**src/rtl/wr_ptr_burst.sv**
```systemverilog
`default_nettype none
// ============================================================================
// Module      : wr_ptr_burst
// Description : Write-side pointer controller for a circular-buffer FIFO.
//               Each accepted write advances the pointer by 1..MAX_INCR words.
//               Registered level, free space, full, almost-full and sticky
//               overflow status are derived from the next pointer and the
//               read pointer supplied by the read-side controller.
//               Optional macro WR_PTR_GRAY_EN adds a registered Gray-coded
//               copy of the write pointer (o_wptr_gray).
// Revision    : 1.0 - initial release
// ============================================================================
module wr_ptr_burst #(
   parameter int ALEN     = 8,
   parameter int MAX_INCR = 4,
   parameter int CW       = $clog2(MAX_INCR + 1)
) (
   input  logic            clk,
   input  logic            rstn,
   input  logic            i_wen,
   input  logic [CW-1:0]   i_wcount,
   input  logic [ALEN:0]   i_rptr,
   input  logic [ALEN:0]   i_afull_thresh,
   input  logic            i_ovf_clr,
   output logic            o_ram_wen,
   output logic [ALEN-1:0] o_waddr,
   output logic [ALEN:0]   o_wptr,
   output logic [ALEN:0]   o_wlevel,
   output logic [ALEN:0]   o_wfree,
   output logic            o_wfull,
   output logic            o_wafull,
`ifdef WR_PTR_GRAY_EN
   output logic [ALEN:0]   o_wptr_gray,
`endif
   output logic            o_wovf
);

   // Parameter legality: burst size must lie in 1..2^ALEN, CW is derived.
   generate
      if ((MAX_INCR < 1) || (MAX_INCR > (1 << ALEN))) begin : g_bad_max_incr
         $error("wr_ptr_burst: MAX_INCR must be in 1..2^ALEN");
      end
      if (CW != $clog2(MAX_INCR + 1)) begin : g_bad_cw
         $error("wr_ptr_burst: CW is derived from MAX_INCR and must not be overridden");
      end
   endgenerate

   // Full-buffer word count, 2^ALEN, representable in the ALEN+1 bit pointer width.
   localparam logic [ALEN:0] c_DEPTH = {1'b1, {ALEN{1'b0}}};

   logic [ALEN:0] r_wptr;
   logic [ALEN:0] r_wlevel;
   logic [ALEN:0] r_wfree;
   logic          r_wfull;
   logic          r_wafull;
   logic          r_wovf;

   logic [ALEN:0] w_cnt_ext;
   logic          w_cnt_nz;
   logic          w_fits;
   logic          w_accept;
   logic          w_reject;
   logic [ALEN:0] w_wptr_d;
   logic [ALEN:0] w_lvl;

   // Acceptance against the registered free count, next pointer and next level.
   // Using registered free space is safe: the read pointer only moves forward,
   // so the true free space can only be larger than what r_wfree reports.
   always_comb begin
      w_cnt_ext = (ALEN+1)'(i_wcount);
      w_cnt_nz  = (i_wcount != '0);
      w_fits    = (w_cnt_ext <= r_wfree);
      w_accept  = i_wen & w_cnt_nz & w_fits;
      w_reject  = i_wen & w_cnt_nz & ~w_fits;
      w_wptr_d  = w_accept ? (r_wptr + w_cnt_ext) : r_wptr;
      w_lvl     = w_wptr_d - i_rptr;
   end

   // Pointer and status registers; a write presented during reset is dropped silently.
   always_ff @(posedge clk) begin
      if (!rstn) begin
         r_wptr   <= '0;
         r_wlevel <= '0;
         r_wfree  <= c_DEPTH;
         r_wfull  <= 1'b0;
         r_wafull <= 1'b0;
         r_wovf   <= 1'b0;
      end else begin
         r_wptr   <= w_wptr_d;
         r_wlevel <= w_lvl;
         r_wfree  <= c_DEPTH - w_lvl;
         r_wfull  <= (w_lvl == c_DEPTH);
         r_wafull <= (w_lvl >= i_afull_thresh);
         if (w_reject) begin
            r_wovf <= 1'b1;          // a fresh overflow beats a same-cycle clear
         end else if (i_ovf_clr) begin
            r_wovf <= 1'b0;
         end
      end
   end

`ifdef WR_PTR_GRAY_EN
   logic [ALEN:0] r_wptr_gray;
   logic [ALEN:0] w_gray_d;

   // Gray encoding of the next binary pointer.
   always_comb begin
      w_gray_d = w_wptr_d ^ (w_wptr_d >> 1);
   end

   // Gray pointer register, updated alongside the binary pointer.
   always_ff @(posedge clk) begin
      if (!rstn) begin
         r_wptr_gray <= '0;
      end else begin
         r_wptr_gray <= w_gray_d;
      end
   end

`ifndef SYNTHESIS
   // Multi-bit Gray steps are only expected from accepted bursts longer than one word.
   always_ff @(posedge clk) begin
      if (rstn) begin
         assert (($countones(w_gray_d ^ r_wptr_gray) <= 1) ||
                 (w_accept && (w_cnt_ext > (ALEN+1)'(1))))
            else $error("wr_ptr_burst: multi-bit Gray change without multi-word burst");
      end
   end
`endif

   assign o_wptr_gray = r_wptr_gray;
`endif

   assign o_ram_wen = w_accept;
   assign o_waddr   = r_wptr[ALEN-1:0];
   assign o_wptr    = r_wptr;
   assign o_wlevel  = r_wlevel;
   assign o_wfree   = r_wfree;
   assign o_wfull   = r_wfull;
   assign o_wafull  = r_wafull;
   assign o_wovf    = r_wovf;

endmodule
`default_nettype wire

```
**config.mk**
```make
export PLATFORM = sky130hd
export DESIGN_NAME = wr_ptr_burst
export DESIGN_NICKNAME = d
export VERILOG_FILES = /design/src/rtl/wr_ptr_burst.sv
export SDC_FILE = /design/constraint.sdc
export NUM_CORES = 1
export LEC_CHECK = 0
export CORE_MARGIN = 4
export CORE_UTILIZATION = 46
export CTS_CLUSTER_SIZE = 20
export DETAILED_ROUTE_END_ITERATION = 16
export GPL_ROUTABILITY_DRIVEN = 0
export PLACE_DENSITY = 0.86
export SYNTH_ARGS = -nofsm -noshare
export SYNTH_HDL_FRONTEND = slang
export SYNTH_SLANG_ARGS = --single-unit
export TNS_END_PERCENT = 50
```
**constraint.sdc**
```tcl
create_clock -name clk -period 5.4 [get_ports clk]
set_input_delay 0.54 -clock clk [delete_from_list [all_inputs] [get_ports clk]]
set_output_delay 0.54 -clock clk [all_outputs]
set_load 0.1 [all_outputs]
```
==> summary.txt, run 1 <==
Outcome
  • Status: finished clean

Die
  • Die ar.: 0.00540 mm2
  • I/O Pins: 64
  • Core Area: 0.00409 mm2
  • Die width: 73.5 um
  • Std-Cell Rows: 23
  • Initial Util: between 40% and 50%
  • Die height: 73.5 um

Layout
  • Layout Nets: 328
  • FILL cells: 368
  • Layout cells sized above 1: 6.81%
  • Syn-to-layout area delta: 35.1%
  • Storage element area: 581 um2
  • ANT cells: 0
  • Area of the multi-input gates: 0.00120 mm2

Synthesis
  • YS warnings: 0
  • Top area cells in the synthesized netlist: dfxtp_1 (29%), ha_1 (15%), inv_1 (5.3%)
  • Dominant cell type by area after synthesis: dfxtp_1
  • Post-synth EDFFs: 0
  • Syn nets: 270
  • Syn Std Cell Area: between 0.0015 and 0.002 mm2
  • Syn Area/Cell: about 9.0 um2
  • Sequential area share after synthesis: between 20% and 30%
  • Seq cells post-synth: 29
  • Cell variety after synth: 44
  • Post-synth top flop: dfxtp_1
  • Top-area cell type share of the netlist area: 29.4%
  • Ys async rst share: 0%
  • Cells after synthesis: 220

STA
  • Slew headroom: 33.1%
  • Worst Hold Slack: between 0.5 and 0.6 ns
  • Slew @ Worst Pin: ~1 ns
  • Final setup vio count: 0
  • Worst Skew: a little over 0.007 ns
  • Fin Setup TNS: 0 ns
  • Tmin final: between 4 and 5 ns
  • PnR worst setup slack: 0.430 ns
  • Highest Clock Rate: 0.201 GHz
  • Final Hold Violating Endpoints: 0
  • RSZ-0062 raised after global routing: no
  • Period utilization: 92.0%
  • Slew Viols, Final: 0

Clocking
  • Clk sinks: 29
  • Post-CTS sizing: 0
  • Cts-stage hold buffer count: 0
  • Max clock buf depth: 2
  • Worst-Skew Late Latency: 0.28 ns
  • Root buffer cell: clkbuf_8
  • CTS buffer count: 5
  • Clock transition at the registers of the reported paths: 0.07 ns
  • Post-CTS Setup Inserts: 0
  • H-Tree Level Count: 2
  • CTS tree: built

Drt
  • Vias: between 1500 and 2000
  • Iteration count of the initial detailed-routing pass: 4
  • First DRT Iteration DRCs: 63
  • DR DRC count: 0
  • Drt wl/cell: between 10 and 15 um
  • Detailed-route vias per instance: 5.28
  • Drt total wl: approximately 4.6 mm
  • Antenna-violating nets left: 0

Critical path
  • Crit end category: register
  • WP data required: around 5.5 ns
  • R2R Setup Slk: 0.84 ns
  • Crit-path max FO: 9
  • Worst setup path class: primary input to register
  • Startpoint types: primary input
  • CP Data Arrival Time: between 5 and 6 ns

Flow run
  • Max-Cap Viols: 0

Hold path
  • Hold Crit Class: register to register

GRT
  • Overall routing resource usage: 17.7%
  • Vias in the first global route: 1749
  • Largest net degree at the start of global routing: 18
  • Initial antenna violation count: 0
  • Total grt overflow: 0
  • Global-route wire length before repair: 7.52 mm

Pwr
  • Power per cell area: ~380 mW/mm2
  • Static leakage: approximately 1.2 nW
  • Total power: 0.00101 W
  • Maximum vdd drop: 0.185 mV

Placement
  • PortBufs: 63
  • DP Worst Slack: ~0.19 ns
  • HPWL Detailed: 3.71 mm
## power by group
group	internal [W]	switching, W	total, W
combinational	0.000171	0.000402	0.000573
sequential	0.000244	0.0000182	0.000263
clock	0.0000887	0.0000864	0.000175
total	0.000504	0.000507	0.00101
## state kept, by name, indices dropped and copies added (netlist names)
name	flops
o_wafull	1
o_wovf	1
o_wfree	8
o_wlevel	9
o_wfull	1
o_wptr	9
## metrics by stage
step | area, um2 | utilization [%] | std cells
finish | 2670 | 65.3 | 329
CTS | 2670 | 65.3 | 329
global route | 2670 | 65.3 | 329
detailed placement | 2580 | 63.2 | 321
global placement | 2580 | 63.2 | 321
floorplan | 1970 | - | 220
## cell usage in the layout (no fill, tap or decap), drive strengths merged, types with 4 or more instances in the layout
cell type	instances
nor2	14
ha	23
nand2	5
clkbuf	5
xnor2	8
and2	14
a21o	4
nand2b	6
and3	4
dfxtp	29
xor2	8
a21oi	10
inv	28
nor2b	4
o21a	6
nor3	6
clkdlybuf4s50	63
nor4	7
## Yosys cell counts, types with 3 or more instances
library cell,n
dfxtp_1,29
inv_1,28
ha_1,23
and2_1,13
nor2_1,13
a21oi_1,10
buf_4,9
xnor2_1,8
xor2_1,8
nand2b_1,6
nor3_1,6
nor4_1,6
o21a_1,6
nand2_1,5
a21o_1,4
and3_1,4
nor2b_1,4
nor3b_1,3
o21ai_0,3
## routing by layer
metal | track usage (%) | wire length [um] | vias to the layer above
met1 | 20.0 | 1950 | 810
met2 | 31.4 | 2280 | 55
met3 | 4.79 | 266 | 11
met5 | 0 | 0 | -
met4 | 7.04 | 87 | 0
li1 | - | - | 861
## cell type report
type | instances | area share (%)
timing repair buffer | 63 | 23.6
inverter | 28 | 3.94
clock inverter | 3 | 0.657
tap | 50 | 2.35
clock buffer | 5 | 2.58
sequential | 29 | 21.8
multi-input combinational | 151 | 45.1
## logic make-up after synthesis
family,share of synthesized area [%]
flip-flops,29.4
multiplexers,1.77
buffers and inverters,9.70
AND/OR/NAND/NOR,21.2
AO/OA/AOI/OAI,14.2
adder cells (fa/ha/maj),16.6
XOR/XNOR,7.10
## final timing paths
kind	cells after the start	from	endpoint
setup / recovery	21	i_wcount[0]	o_wafull
hold / removal	2	o_wptr[8]	o_wptr[8]
setup reg to reg	18	o_wfree[3]	o_wafull
hold reg to reg	2	o_wptr[8]	o_wptr[8]
## worst max-delay path, cell delays in order
cell	delay, ns
clkdlybuf4s50_1	0.55
inv_1	0.06
ha_1	0.29
and3_1	0.21
nor4_4	0.15
o21a_1	0.41
nor2_4	0.09
mux2i_1	0.23
ha_1	0.22
inv_1	0.06
fa_1	0.39
a21o_1	0.22
a21oi_1	0.19
xnor2_1	0.28
ha_1	0.34
a21o_1	0.17
a21oi_1	0.15
o21a_1	0.16
nor2_1	0.06
nor4_1	0.25
nor4_1	0.09
No activity file was read; power rests on OpenSTA's default activity.
==> run 2: changes to the inputs <==
==> constraint.sdc (replaced) <==
create_clock -name clk -period 5.4 [get_ports clk]
set_input_delay 1.08 -clock clk [delete_from_list [all_inputs] [get_ports clk]]
set_output_delay 1.08 -clock clk [all_outputs]
set_load 0.1 [all_outputs]
==> run 2 against run 1 <==
Design area increased by 1.5%. Register-to-register slack improved by 0.45 ns. Fmax about the same. Worst hold slack improved by 0.0023 ns. Cell count increased by 1.5%. Non-clock buffer count increased by 5.
==> summary.txt, run 2 (synthesis gave the netlist of run 1 again) <==
STA
  • Slew Viols, Final: 0 (unchanged)
  • Slew @ Worst Pin: 0.980 ns (-0.0201 ns)
  • Final Hold Violating Endpoints: 0 (unchanged)
  • Fin Setup TNS: 0 ns (unchanged)
  • Final setup vio count: 0 (unchanged)
  • Worst Skew: 0.00369 ns (-0.00349 ns)
  • RSZ-0062 raised after global routing: no
  • Slew headroom: 34.4% (+1.3 points)
  • Highest Clock Rate: 0.201 GHz (about the same)
  • Tmin final: 4.97 ns (-0.00425 ns)
  • Worst Hold Slack: 0.594 ns (+0.00230 ns)
  • Period utilization: 92.0% (about the same)

Die
  • Std-Cell Rows: 23 (unchanged)
  • Die width: 73.5 um (unchanged)
  • Die ar.: 0.00540 mm2 (unchanged)
  • Core Area: 0.00409 mm2 (unchanged)
  • I/O Pins: 64 (unchanged)
  • Die height: 73.5 um (unchanged)
  • Initial Util: 48.3% (unchanged)

Critical path
  • Worst setup path class: primary input to register
  • WP data required: 5.55 ns (about the same)
  • CP Data Arrival Time: 5.12 ns (about the same)
  • R2r worst-path depth: 18 (unchanged)
  • Crit end category: register
  • Startpoint types: primary input
  • Crit-path max FO: 8 (-1)

Hold path
  • Hold Crit Class: register to register
  • Hold path depth: 2 (unchanged)

Drt
  • Drt wl/cell: 12.8 um (-8.1%)
  • Detailed-route vias per instance: 5.07 (-4.0%)
  • Drt total wl: 4.28 mm (-6.7%)
  • DR DRC count: 0 (unchanged)
  • Iteration count of the initial detailed-routing pass: 4 (unchanged)
  • Antenna-violating nets left: 0 (unchanged)
  • First DRT Iteration DRCs: 49 (-22%)
  • Vias: 1692 (-2.6%)

Flow run
  • Max-Cap Viols: 0 (unchanged)

Clocking
  • CTS tree: built
  • CTS buffer count: 5 (unchanged)
  • Root buffer cell: clkbuf_8
  • Clk sinks: 29 (unchanged)
  • Max clock buf depth: 2 (unchanged)
  • H-Tree Level Count: 2 (unchanged)
  • Clock transition at the registers of the reported paths: 0.06 ns (about the same)
  • Worst-Skew Late Latency: 0.28 ns (about the same)

GRT
  • Vias in the first global route: 1696 (-3.0%)
  • Initial antenna violation count: 0 (unchanged)
  • Overall routing resource usage: 17.3% (-0.46 points)
  • Global-route wire length before repair: 7.23 mm (-3.9%)
  • Largest net degree at the start of global routing: 18 (unchanged)
  • Total grt overflow: 0 (unchanged)

Layout
  • FILL cells: 343 (-6.8%)
  • Syn-to-layout area delta: 37.1%
  • Finished layout cell area: 0.00271 mm2 (+1.5%)
  • Most frequent cells in the layout: clkdlybuf4s50_1 (62), dfxtp_1 (29), inv_1 (28)
  • Most common cell after layout, fill and taps aside: clkdlybuf4s50_1
  • Layout Nets: 333 (+1.5%)
  • Layout cells sized above 1: 8.80% (+2.0 points)
  • ANT cells: 0 (unchanged)

Pwr
  • Maximum vdd drop: 0.191 mV (+3.0%)
  • Static leakage: 1.23 nW (+2.8%)
  • Power per cell area: 371 mW/mm2 (-2.0%)
  • Total power: 0.00100 W (-0.61%)

Placement
  • HPWL Detailed: 3.52 mm (-5.2%)
  • PortBufs: 63 (unchanged)
  • Cell Area, Placed: 0.00262 mm2 (+1.4%)

Outcome
  • Status: finished clean
## run 2: changes by cell type in the layout (fill, tap and decap cells not counted), sizes merged
cell,before,now
clkbuf,5,6
clkdlybuf4s50,63,62
clkinvlp,1,0
buf,0,6
## run 2: final timing paths
| path | from | endpoint | slack, ns |
|---|---|---|---|
| hold / removal | o_wptr[8] | o_wptr[8] | 0.59 |
| hold reg to reg | o_wptr[8] | o_wptr[8] | 0.59 |
| setup / recovery | i_wcount[1] | o_wafull | 0.43 |
| setup reg to reg | o_wfree[3] | o_wafull | 1.29 |
## run 2: layout make-up
cell class,instances,area [um2],share of cell area [%]
Multi-Input combinational cell,151,1210,44.7
Timing Repair Buffer,68,666,24.6
Sequential cell,29,581,21.5
Inverter,28,105,3.88
Clock buffer,6,72.6,2.68
Tap cell,50,62.6,2.31
Clock inverter,2,10.0,0.370
## run 2: worst max-delay path, cell delays in order
cell	delay, ns
clkdlybuf4s50_1	0.42
ha_1	0.31
nor2b_1	0.13
o21a_1	0.17
o21a_1	0.20
buf_4	0.18
nor4_1	0.29
xor2_1	0.24
ha_1	0.34
a21o_1	0.23
a221oi_2	0.40
o21bai_1	0.10
a21oi_1	0.17
o21ai_0	0.11
nor2b_1	0.16
ha_1	0.22
nand2b_1	0.16
nor3_1	0.13
nor4_1	0.07
## run 2: per-layer routing
metal / part of all wire (%) / vias to the layer above / wire length, um / global-route usage, %
li1: - / 876 / - / -
met1: 44 / 765 / 1880 / 20.4
met2: 48 / 43 / 2070 / 29.2
met3: 5.6 / 8 / 239 / 4.10
met4: 2.0 / 0 / 84 / 8.25
met5: 0 / - / 0 / 0
## run 2: metrics by stage
step	setup WS (ns)	cells	util (%)
global placement	0.199	326	64.0
finish	0.435	334	66.2
detailed placement	0.0673	326	64.0
CTS	0.402	334	66.0
floorplan	0.209	220	-
global route	0.0108	334	66.2
## run 2: power breakdown
| group | switching (W) | leakage (nW) | internal [W] |
|---|---|---|---|
| logic | 0.000397 | 0.942 | 0.000174 |
| registers | 0.0000167 | 0.239 | 0.000244 |
| clock network | 0.0000826 | 0.0450 | 0.0000890 |
| total | 0.000497 | 1.23 | 0.000508 |
## run 2: timing repair
action | 4_1_cts | 5_1_grt
buffers inserted | 0 | 0
endpoints found under the setup margin | 0 | 1
hold buffers | 0 | 0
gates resized for setup | 0 | 1
